**config.mk**
```make
export PLATFORM = sky130hd
export DESIGN_NAME = imem_loader
export DESIGN_NICKNAME = d
export VERILOG_FILES = /design/src/rtl/lc2k_pkg.sv /design/src/rtl/imem_loader.sv
export SDC_FILE = /design/constraint.sdc
export NUM_CORES = 1
export LEC_CHECK = 0
export CAP_MARGIN = 15
export CELL_PAD_IN_SITES_DETAIL_PLACEMENT = 0
export CELL_PAD_IN_SITES_GLOBAL_PLACEMENT = 1
export CORE_UTILIZATION = 33
export CTS_CLUSTER_DIAMETER = 200
export DETAILED_ROUTE_END_ITERATION = 8
export GPL_TIMING_DRIVEN = 0
export PLACE_DENSITY_LB_ADDON = 0.1
export SYNTH_ARGS = -nofsm -noshare
export SYNTH_HDL_FRONTEND = slang
export SYNTH_SLANG_ARGS = --single-unit
```
**constraint.sdc**
```tcl
create_clock -name clk -period 2.8 [get_ports clk]
set_input_delay 0.56 -clock clk [delete_from_list [all_inputs] [get_ports clk]]
set_output_delay 0.56 -clock clk [all_outputs]
set_load 0.01 [all_outputs]
```
**src/rtl/lc2k_pkg.sv**
```systemverilog
// Shared LC2K definitions: datapath width, default imem depth, loader state encoding.
package lc2k_pkg;

    localparam int unsigned INSTR_W     = 32;
    localparam int unsigned IMEM_DEPTH  = 16;
    localparam int unsigned IMEM_ADDR_W = $clog2(IMEM_DEPTH);

    typedef enum logic [2:0] {
        IDLE   = 3'd0,
        LOAD   = 3'd1,
        FILL   = 3'd2,
        RUN    = 3'd3,
        HALTED = 3'd4
    } ld_state_e;

endpackage

```
**src/rtl/imem_loader.sv**
```systemverilog
// Boot loader: streams a program into instruction memory, zero-fills the tail,
// then releases the CPU from reset until it halts or an abort is requested.
module imem_loader
    import lc2k_pkg::*;
#(
    parameter int unsigned DEPTH  = IMEM_DEPTH,
    parameter int unsigned ADDR_W = $clog2(DEPTH)
) (
    input  logic               clk,
    input  logic               reset,
    input  logic               start,
    input  logic [ADDR_W:0]    loadLen,
    input  logic               abort,
    input  logic               inValid,
    input  logic [INSTR_W-1:0] inData,
    output logic               inReady,
    output logic               memWe,
    output logic [ADDR_W-1:0]  memAddr,
    output logic [INSTR_W-1:0] memWData,
    output logic               cpuReset,
    input  logic               cpuHalt,
    output logic               busy,
    output logic               done,
    output logic               error,
    output logic [ADDR_W:0]    wordCount
);

    localparam logic [ADDR_W:0]   LEN_MAX   = (ADDR_W+1)'(DEPTH);
    localparam logic [ADDR_W-1:0] LAST_ADDR = ADDR_W'(DEPTH - 1);

    ld_state_e            state_q, state_d;
    logic [ADDR_W-1:0]    ptr_q, ptr_d;
    logic [ADDR_W:0]      count_d;
    logic [ADDR_W:0]      len_q, len_d;
    logic                 we_d;
    logic [ADDR_W-1:0]    addr_d;
    logic [INSTR_W-1:0]   wdata_d;
    logic                 error_d;
    logic                 cpu_reset_d;
    logic                 len_ok;
    logic [ADDR_W:0]      count_inc;

    // Status decodes straight off the state register; inReady must not depend on inValid.
    assign inReady   = (state_q == LOAD);
    assign busy      = (state_q == LOAD) || (state_q == FILL);
    assign done      = (state_q == HALTED);
    assign len_ok    = (loadLen != '0) && (loadLen <= LEN_MAX);
    assign count_inc = wordCount + (ADDR_W+1)'(1);

    // Next-state, pointer/count and write-port decode; abort overrides everything.
    always_comb begin
        state_d = state_q;
        ptr_d   = ptr_q;
        count_d = wordCount;
        len_d   = len_q;
        we_d    = 1'b0;
        addr_d  = memAddr;
        wdata_d = memWData;
        error_d = 1'b0;

        if (abort) begin
            state_d = IDLE;
        end else begin
            case (state_q)
                IDLE, HALTED: begin
                    if (start) begin
                        if (len_ok) begin
                            len_d   = loadLen;
                            count_d = '0;
                            ptr_d   = '0;
                            state_d = LOAD;
                        end else begin
                            error_d = 1'b1;
                        end
                    end
                end
                LOAD: begin
                    if (inValid) begin
                        we_d    = 1'b1;
                        addr_d  = ptr_q;
                        wdata_d = inData;
                        ptr_d   = ptr_q + ADDR_W'(1);
                        count_d = count_inc;
                        if (count_inc == len_q) begin
                            state_d = (len_q == LEN_MAX) ? RUN : FILL;
                        end
                    end
                end
                FILL: begin
                    we_d    = 1'b1;
                    addr_d  = ptr_q;
                    wdata_d = '0;
                    ptr_d   = ptr_q + ADDR_W'(1);
                    if (ptr_q == LAST_ADDR) begin
                        state_d = RUN;
                    end
                end
                RUN: begin
                    if (cpuHalt) begin
                        state_d = HALTED;
                    end
                end
                default: state_d = IDLE;
            endcase
        end

        // Release only once RUN has lasted a full cycle, so the final write lands first.
        cpu_reset_d = !((state_q == RUN) && (state_d == RUN));
    end

    // State, counters and registered memory write port.
    always_ff @(posedge clk) begin
        if (reset) begin
            state_q   <= IDLE;
            ptr_q     <= '0;
            len_q     <= '0;
            wordCount <= '0;
            memWe     <= 1'b0;
            memAddr   <= '0;
            memWData  <= '0;
            cpuReset  <= 1'b1;
            error     <= 1'b0;
        end else begin
            state_q   <= state_d;
            ptr_q     <= ptr_d;
            len_q     <= len_d;
            wordCount <= count_d;
            memWe     <= we_d;
            memAddr   <= addr_d;
            memWData  <= wdata_d;
            cpuReset  <= cpu_reset_d;
            error     <= error_d;
        end
    end

endmodule

```
Yosys cells after proc, flatten, opt, wreduce, memory -nomap -nowiden
Index checks and enable logic that the tools add are counted.
- logic and storage cells: 66
- output and inout port bits: 47
- register bits after elaboration: 56
- input bits: 43
- muxes and demuxes: 24
- order comparisons: 1
- reductions and logical operators: 16
- bitwise logic cells: 3
- add/sub/neg operators: 2
- equality and inequality tests: 11
- operators by type and width (kind ; number):
    32-bit case mux with 2 select lines ; 1
    32-bit 2-to-1 mux ; 1
    3-bit 2-to-1 mux ; 7
    4-bit 2-to-1 mux ; 4
    5-bit 2-to-1 mux ; 3
    3-bit case mux with 4 select lines ; 1
    4-bit case mux with 3 select lines ; 1
    5-bit case mux with 2 select lines ; 1
    5-bit AND reduction ; 2
    3-bit by 2-bit equality test with 1-bit output (second input constant) ; 3
    4-bit case mux with 2 select lines ; 1
    2-bit inequality test (second input constant) ; 3
    5-bit by 1-bit adder with 5-bit output (second input constant) ; 1
    5-bit equality test ; 1
    5-bit equality test (second input constant) ; 1
    5-bit less-or-equal comparator (second input constant) ; 1
    5-bit nonzero test ; 1
    4-bit by 1-bit adder with 4-bit output (second input constant) ; 1
    4-bit equality test (second input constant) ; 1
    4-bit AND reduction ; 1
    2-bit nonzero test ; 2
    2-bit OR reduction ; 2
    4-bit OR reduction ; 1
    3-bit by 1-bit equality test with 1-bit output (second input constant) ; 1
    other kinds (10) ; 15

Depth between registers and ports, before layout
- depth after elaboration: 9
- mapped depth: 7
- gate-level depth less buffers: 6

Worst setup path after synthesis
No wires, ideal clock.
- path type: input-to-reg
- from: input port loadLen[0]
- to: register wordCount[3]
- data required time: 2672 ps
- path slack: 1052 ps
- library setup time: 128 ps
- data arrival time: 1621 ps
- cell stages on the path: 6
- buffers on the path: 1
- cells stage by stage: nor4_1 xnor2_1 nand4_1 buf_6 a31oi_1 nor2_1
- word-level cells in the longest chain between the ends: 4
- elaborated cells on any way between the ends: 5
- ends and longest elaborated chain (item ; line ; source):
    from (decl) ; imem_loader.sv:12 ; input logic [ADDR_W:0] loadLen,
    5-bit less-or-equal comparator or 5-bit nonzero test (tied branches) ; imem_loader.sv:47 ; assign len_ok = (loadLen != '0) && (loadLen <= LEN_MAX);
    1-bit logical AND (*) ; imem_loader.sv:47 ;
    2-bit inequality test (no source line) (*) ; n/a ;
    5-bit AND reduction (no source line) (*) ; n/a ;
    to (signal assigned) ; imem_loader.sv:127 ; wordCount <= count_d;
    to (decl) ; imem_loader.sv:25 ; output logic [ADDR_W:0] wordCount
Every way passes the cells marked *; elsewhere a longest branch is shown, timed or not.
A chain may end at the register's enable or synchronous reset.

Final worst setup path
- from: register state_q[1]
- to: output port busy
- word-level cells in the longest chain between the ends: 2
- elaborated cells on any way between the ends: 3
- ends and longest elaborated chain (item ; line ; source):
    from (decl) ; imem_loader.sv:31 ; ld_state_e state_q, state_d;
    from (signal assigned) ; imem_loader.sv:124 ; state_q <= state_d;
    3-bit by 1-bit equality test with 1-bit output or 3-bit by 2-bit equality test with 1-bit output (tied branches) ; imem_loader.sv:45 ; assign busy = (state_q == LOAD) || (state_q == FILL);
    1-bit logical OR (*) ; imem_loader.sv:45 ;
    to (decl) ; imem_loader.sv:22 ; output logic busy,
Marks and branches as above.

==> metrics.log <==
INFO  metric total_congestion_overflow = 0
INFO  metric tritoncts = built
INFO  metric finalSetupViolCount = 0
INFO  metric worst-slew-pin-transition = 0.564 ns
INFO  metric tritoncts.num_buffers = 5
INFO  metric tns = 0 ns
INFO  metric crit_buf_inv = 1
INFO  metric final-max-slew-violation-count = 0
INFO  metric postPlaceCellArea = 0.00335 mm2
INFO  metric syn_avg_cell_area = 8.26 um2
INFO  metric place_hpwl = 4560 um
INFO  metric grt_pass1_vias = 1,986
INFO  metric avgViaCountPerCell = 4.83
INFO  metric fraction_of_the_cycle_the_final_worst_path_needs = 0.935
INFO  metric regToRegSetupSlack = 1.01 ns
INFO  metric numPlacedInstances = 468
INFO  metric status = finished, final reports clean
INFO  metric synth.yosys.seq_area_share = 0.478
INFO  metric critPathLaunchType = register
INFO  metric cts.hold.buffers_added = 0
INFO  metric post-synth-top-area-cell = sky130_fd_sc_hd__dfxtp_1
INFO  metric core-area = 0.00683 mm2
INFO  metric n_fill_cell = 698
INFO  metric diodes = 0
INFO  metric leading_cell_type_in_the_layout_fill_and_taps_excluded = sky130_fd_sc_hd__clkdlybuf4s50_1
INFO  metric cts.repair_timing.setup_buffer_count = 0
INFO  metric critPathMaxFanout = 9
INFO  metric max-cap-violations = 0
INFO  metric critical_path.endpoint_type = output pin
INFO  metric preCtsSetupSlack = 0.401 ns
INFO  metric port-buffer-count = 88
INFO  metric timing_hold_violations_final = 0
INFO  metric ys_types = 43
INFO  metric drt_wl_total = 6360 um
INFO  metric async_reset_ff_frac = 0
INFO  metric fp.dieH = 86.3 um
INFO  metric finClkSkew = 0.0114 ns
INFO  metric netlist_instances = 284
INFO  metric drt_iter0_drc = 97
INFO  metric worst-endpoint-arrival = 2.06 ns
INFO  metric worst_path_cell_trace = or3b_2, nand2_1, clkdlybuf4s50_1
INFO  metric yosysTopAreaCellShare = 0.478
INFO  metric final_cell_mix = sky130_fd_sc_hd__clkdlybuf4s50_1, sky130_fd_sc_hd__nand2_1, sky130_fd_sc_hd__dfxtp_1, sky130_fd_sc_hd__a21oi_1, sky130_fd_sc_hd__nand3_1
INFO  metric timing.hold.worst.start = memWData[1]
INFO  metric worstSetupPathType = register to output pin
INFO  metric ys_top_cells_by_area = sky130_fd_sc_hd__dfxtp_1, sky130_fd_sc_hd__a21oi_1, sky130_fd_sc_hd__nand2_1, sky130_fd_sc_hd__nand3_1, sky130_fd_sc_hd__xor2_1
INFO  metric h-tree-depth = 2
INFO  metric first_pass_iters = 4
INFO  metric synth_enable_flop_cells = 0
INFO  metric final_period_minus_worst_setup_slack = 2.62 ns
INFO  metric cts.sink_count = 56
INFO  metric rr_endpoint = state_q[0]
INFO  metric final-instance-count-excl-fill = 475
INFO  metric hold_path.class = register to register
INFO  metric globalplace.congestion = 0.769
INFO  metric slowest_delay = 0.60 ns
INFO  metric whs_endpoint = memWData[1]
INFO  metric max-clock-path-buffers = 2
INFO  metric synth_area = 0.00235 mm2
INFO  metric post_cts.resized_instances = 0
INFO  metric drc = 0
INFO  metric die-area = 0.00745 mm2
INFO  metric route.vias.total = 2,293
INFO  metric number_of_warnings_reported_in_the_yosys_synthesis_log = 0
INFO  metric initial_core_util = 0.343
INFO  metric finish.net_count = 423
INFO  metric clk_pin_slew = 0.11 ns
INFO  metric pin_count = 90
INFO  metric power.density = 407 mW/mm2
INFO  metric dieWidth = 86.3 um
INFO  metric synth_seq_cells = 56
INFO  metric maxClockFrequency = 0.382 GHz
INFO  metric setup_repair_after_global_routing_missed_its_margin = false
INFO  metric critPathRequiredTime = 2.24 ns
INFO  metric timing.hold.worst_path_depth = 2
INFO  metric cp_top_family = simple AND/OR/NAND/NOR gates
INFO  metric antenna_violating_nets_post_route = 0
INFO  metric irDropWorstVdd = 189 uV
INFO  metric worst_slack = 0.182 ns
INFO  metric grt_start_max_net_pins = 18
INFO  metric dominantRegCellSynth = sky130_fd_sc_hd__dfxtp_1
INFO  metric rr_startpoint = wordCount[0]
INFO  metric grt_pass1_wl = 10,100 um
INFO  metric final_layout_size_suffix_gt1_frac = 0.0686
INFO  metric wl_cell = 13.4 um
INFO  metric areaGrowthSynthToFinish = 46.3%
INFO  metric p_leak = 1.15 nW
INFO  metric max_slew_margin = 0.624
INFO  metric clock_root_buffer_master = sky130_fd_sc_hd__clkbuf_8
INFO  metric synthesis.nets = 329
INFO  metric global_route.usage.total = 0.173
INFO  metric post-route-cell-area = 0.00343 mm2
INFO  metric grt_antenna_before_repair = 0
INFO  metric critical_path.slowest_cell = sky130_fd_sc_hd__or3b_2
INFO  metric num_rows = 30
INFO  metric number_of_cells_on_the_worst_reg_to_reg_path = 6
INFO  metric worst_skew_pair.late_latency = 0.31 ns
==> worst reg2reg max path: stages (launching register included) <==
cell and delay, ns:
sky130_fd_sc_hd__dfxtp_1 0.47, sky130_fd_sc_hd__ha_1 0.28, sky130_fd_sc_hd__nand2b_1 0.10, sky130_fd_sc_hd__o211a_1 0.21
sky130_fd_sc_hd__o32ai_1 0.32, sky130_fd_sc_hd__a41o_1 0.24, sky130_fd_sc_hd__a21oi_1 0.07
==> worst max-delay path by stage <==
stage	from	endpoint	slack [ns]	depth (start not counted)
after floorplan	loadLen[0]	wordCount[3]	1.05	6
after global placement	state_q[1]	busy	0.40	4
after detailed placement	state_q[1]	busy	0.40	4
after CTS	state_q[1]	busy	0.05	4
after global routing	state_q[1]	busy	0.09	3
final	state_q[1]	busy	0.18	3
==> final cells by class <==
type,count,area [um2],share of cell area
buffer,18,96.3,0.0281
clock buffer,6,72.6,0.0211
clock inverter,2,16.3,0.00474
inverter,3,12.5,0.00365
multi-input combinational,206,1110,0.324
sequential,56,1120,0.327
tap,96,120,0.0350
timing repair buffer,88,881,0.257
==> stage by stage <==
step / hold WS [ns] / util / total power, mW
final: 0.454 / 0.502 / 1.40
after global routing: 0.473 / 0.502 / 1.46
after CTS: 0.458 / 0.503 / 1.42
after detailed placement: 0.442 / 0.490 / 0.972
after global placement: 0.437 / 0.490 / 0.971
after floorplan: 0.457 / - / 0.882
==> synth_stat cells (3+ instances only) <==
cell type	number
sky130_fd_sc_hd__nand2_1	59
sky130_fd_sc_hd__a21oi_1	47
sky130_fd_sc_hd__buf_2	5
sky130_fd_sc_hd__and2_1	3
sky130_fd_sc_hd__clkbuf_1	9
sky130_fd_sc_hd__xor2_1	5
sky130_fd_sc_hd__nand2b_1	4
sky130_fd_sc_hd__xnor2_1	3
sky130_fd_sc_hd__nand3_1	41
sky130_fd_sc_hd__a31oi_1	3
sky130_fd_sc_hd__dfxtp_1	56
sky130_fd_sc_hd__nor2_1	7
sky130_fd_sc_hd__nand4_1	3
==> state kept, by name (all words and copies together) (netlist names) <==
register,cells
memWe,1
memWData,32
state_q,3
memAddr,4
len_q,5
error,1
wordCount,5
ptr_q,4
cpuReset,1
==> logic make-up (layout without fill, tap and decap cells) <==
logic type / Yosys count / after routing / share of synthesized area
simple gates: 133 / 133 / 0.278
buf+inv: 22 / 117 / 0.0480
xor+xnor: 8 / 8 / 0.0299
mux: 1 / 1 / 0.00427
compound gates: 62 / 62 / 0.151
flops: 56 / 56 / 0.478
fa+ha+maj: 2 / 2 / 0.0107
==> power by group <==
group	switching (mW)	internal [mW]
Combinational	0.0597	0.0818
Sequential	0.00658	0.804
Clock	0.264	0.179
Total	0.330	1.07
==> metal layers <==
| layer | part of all wire | up-vias | track usage |
|---|---|---|---|
| met2 | 0.44 | 69 | 0.271 |
| met5 | 0 | - | 0 |
| li1 | - | 1174 | - |
| met1 | 0.49 | 1046 | 0.235 |
| met3 | 0.058 | 4 | 0.0476 |
| met4 | 0.0077 | 0 | 0.0455 |
(Power assumes the default switching activity.)
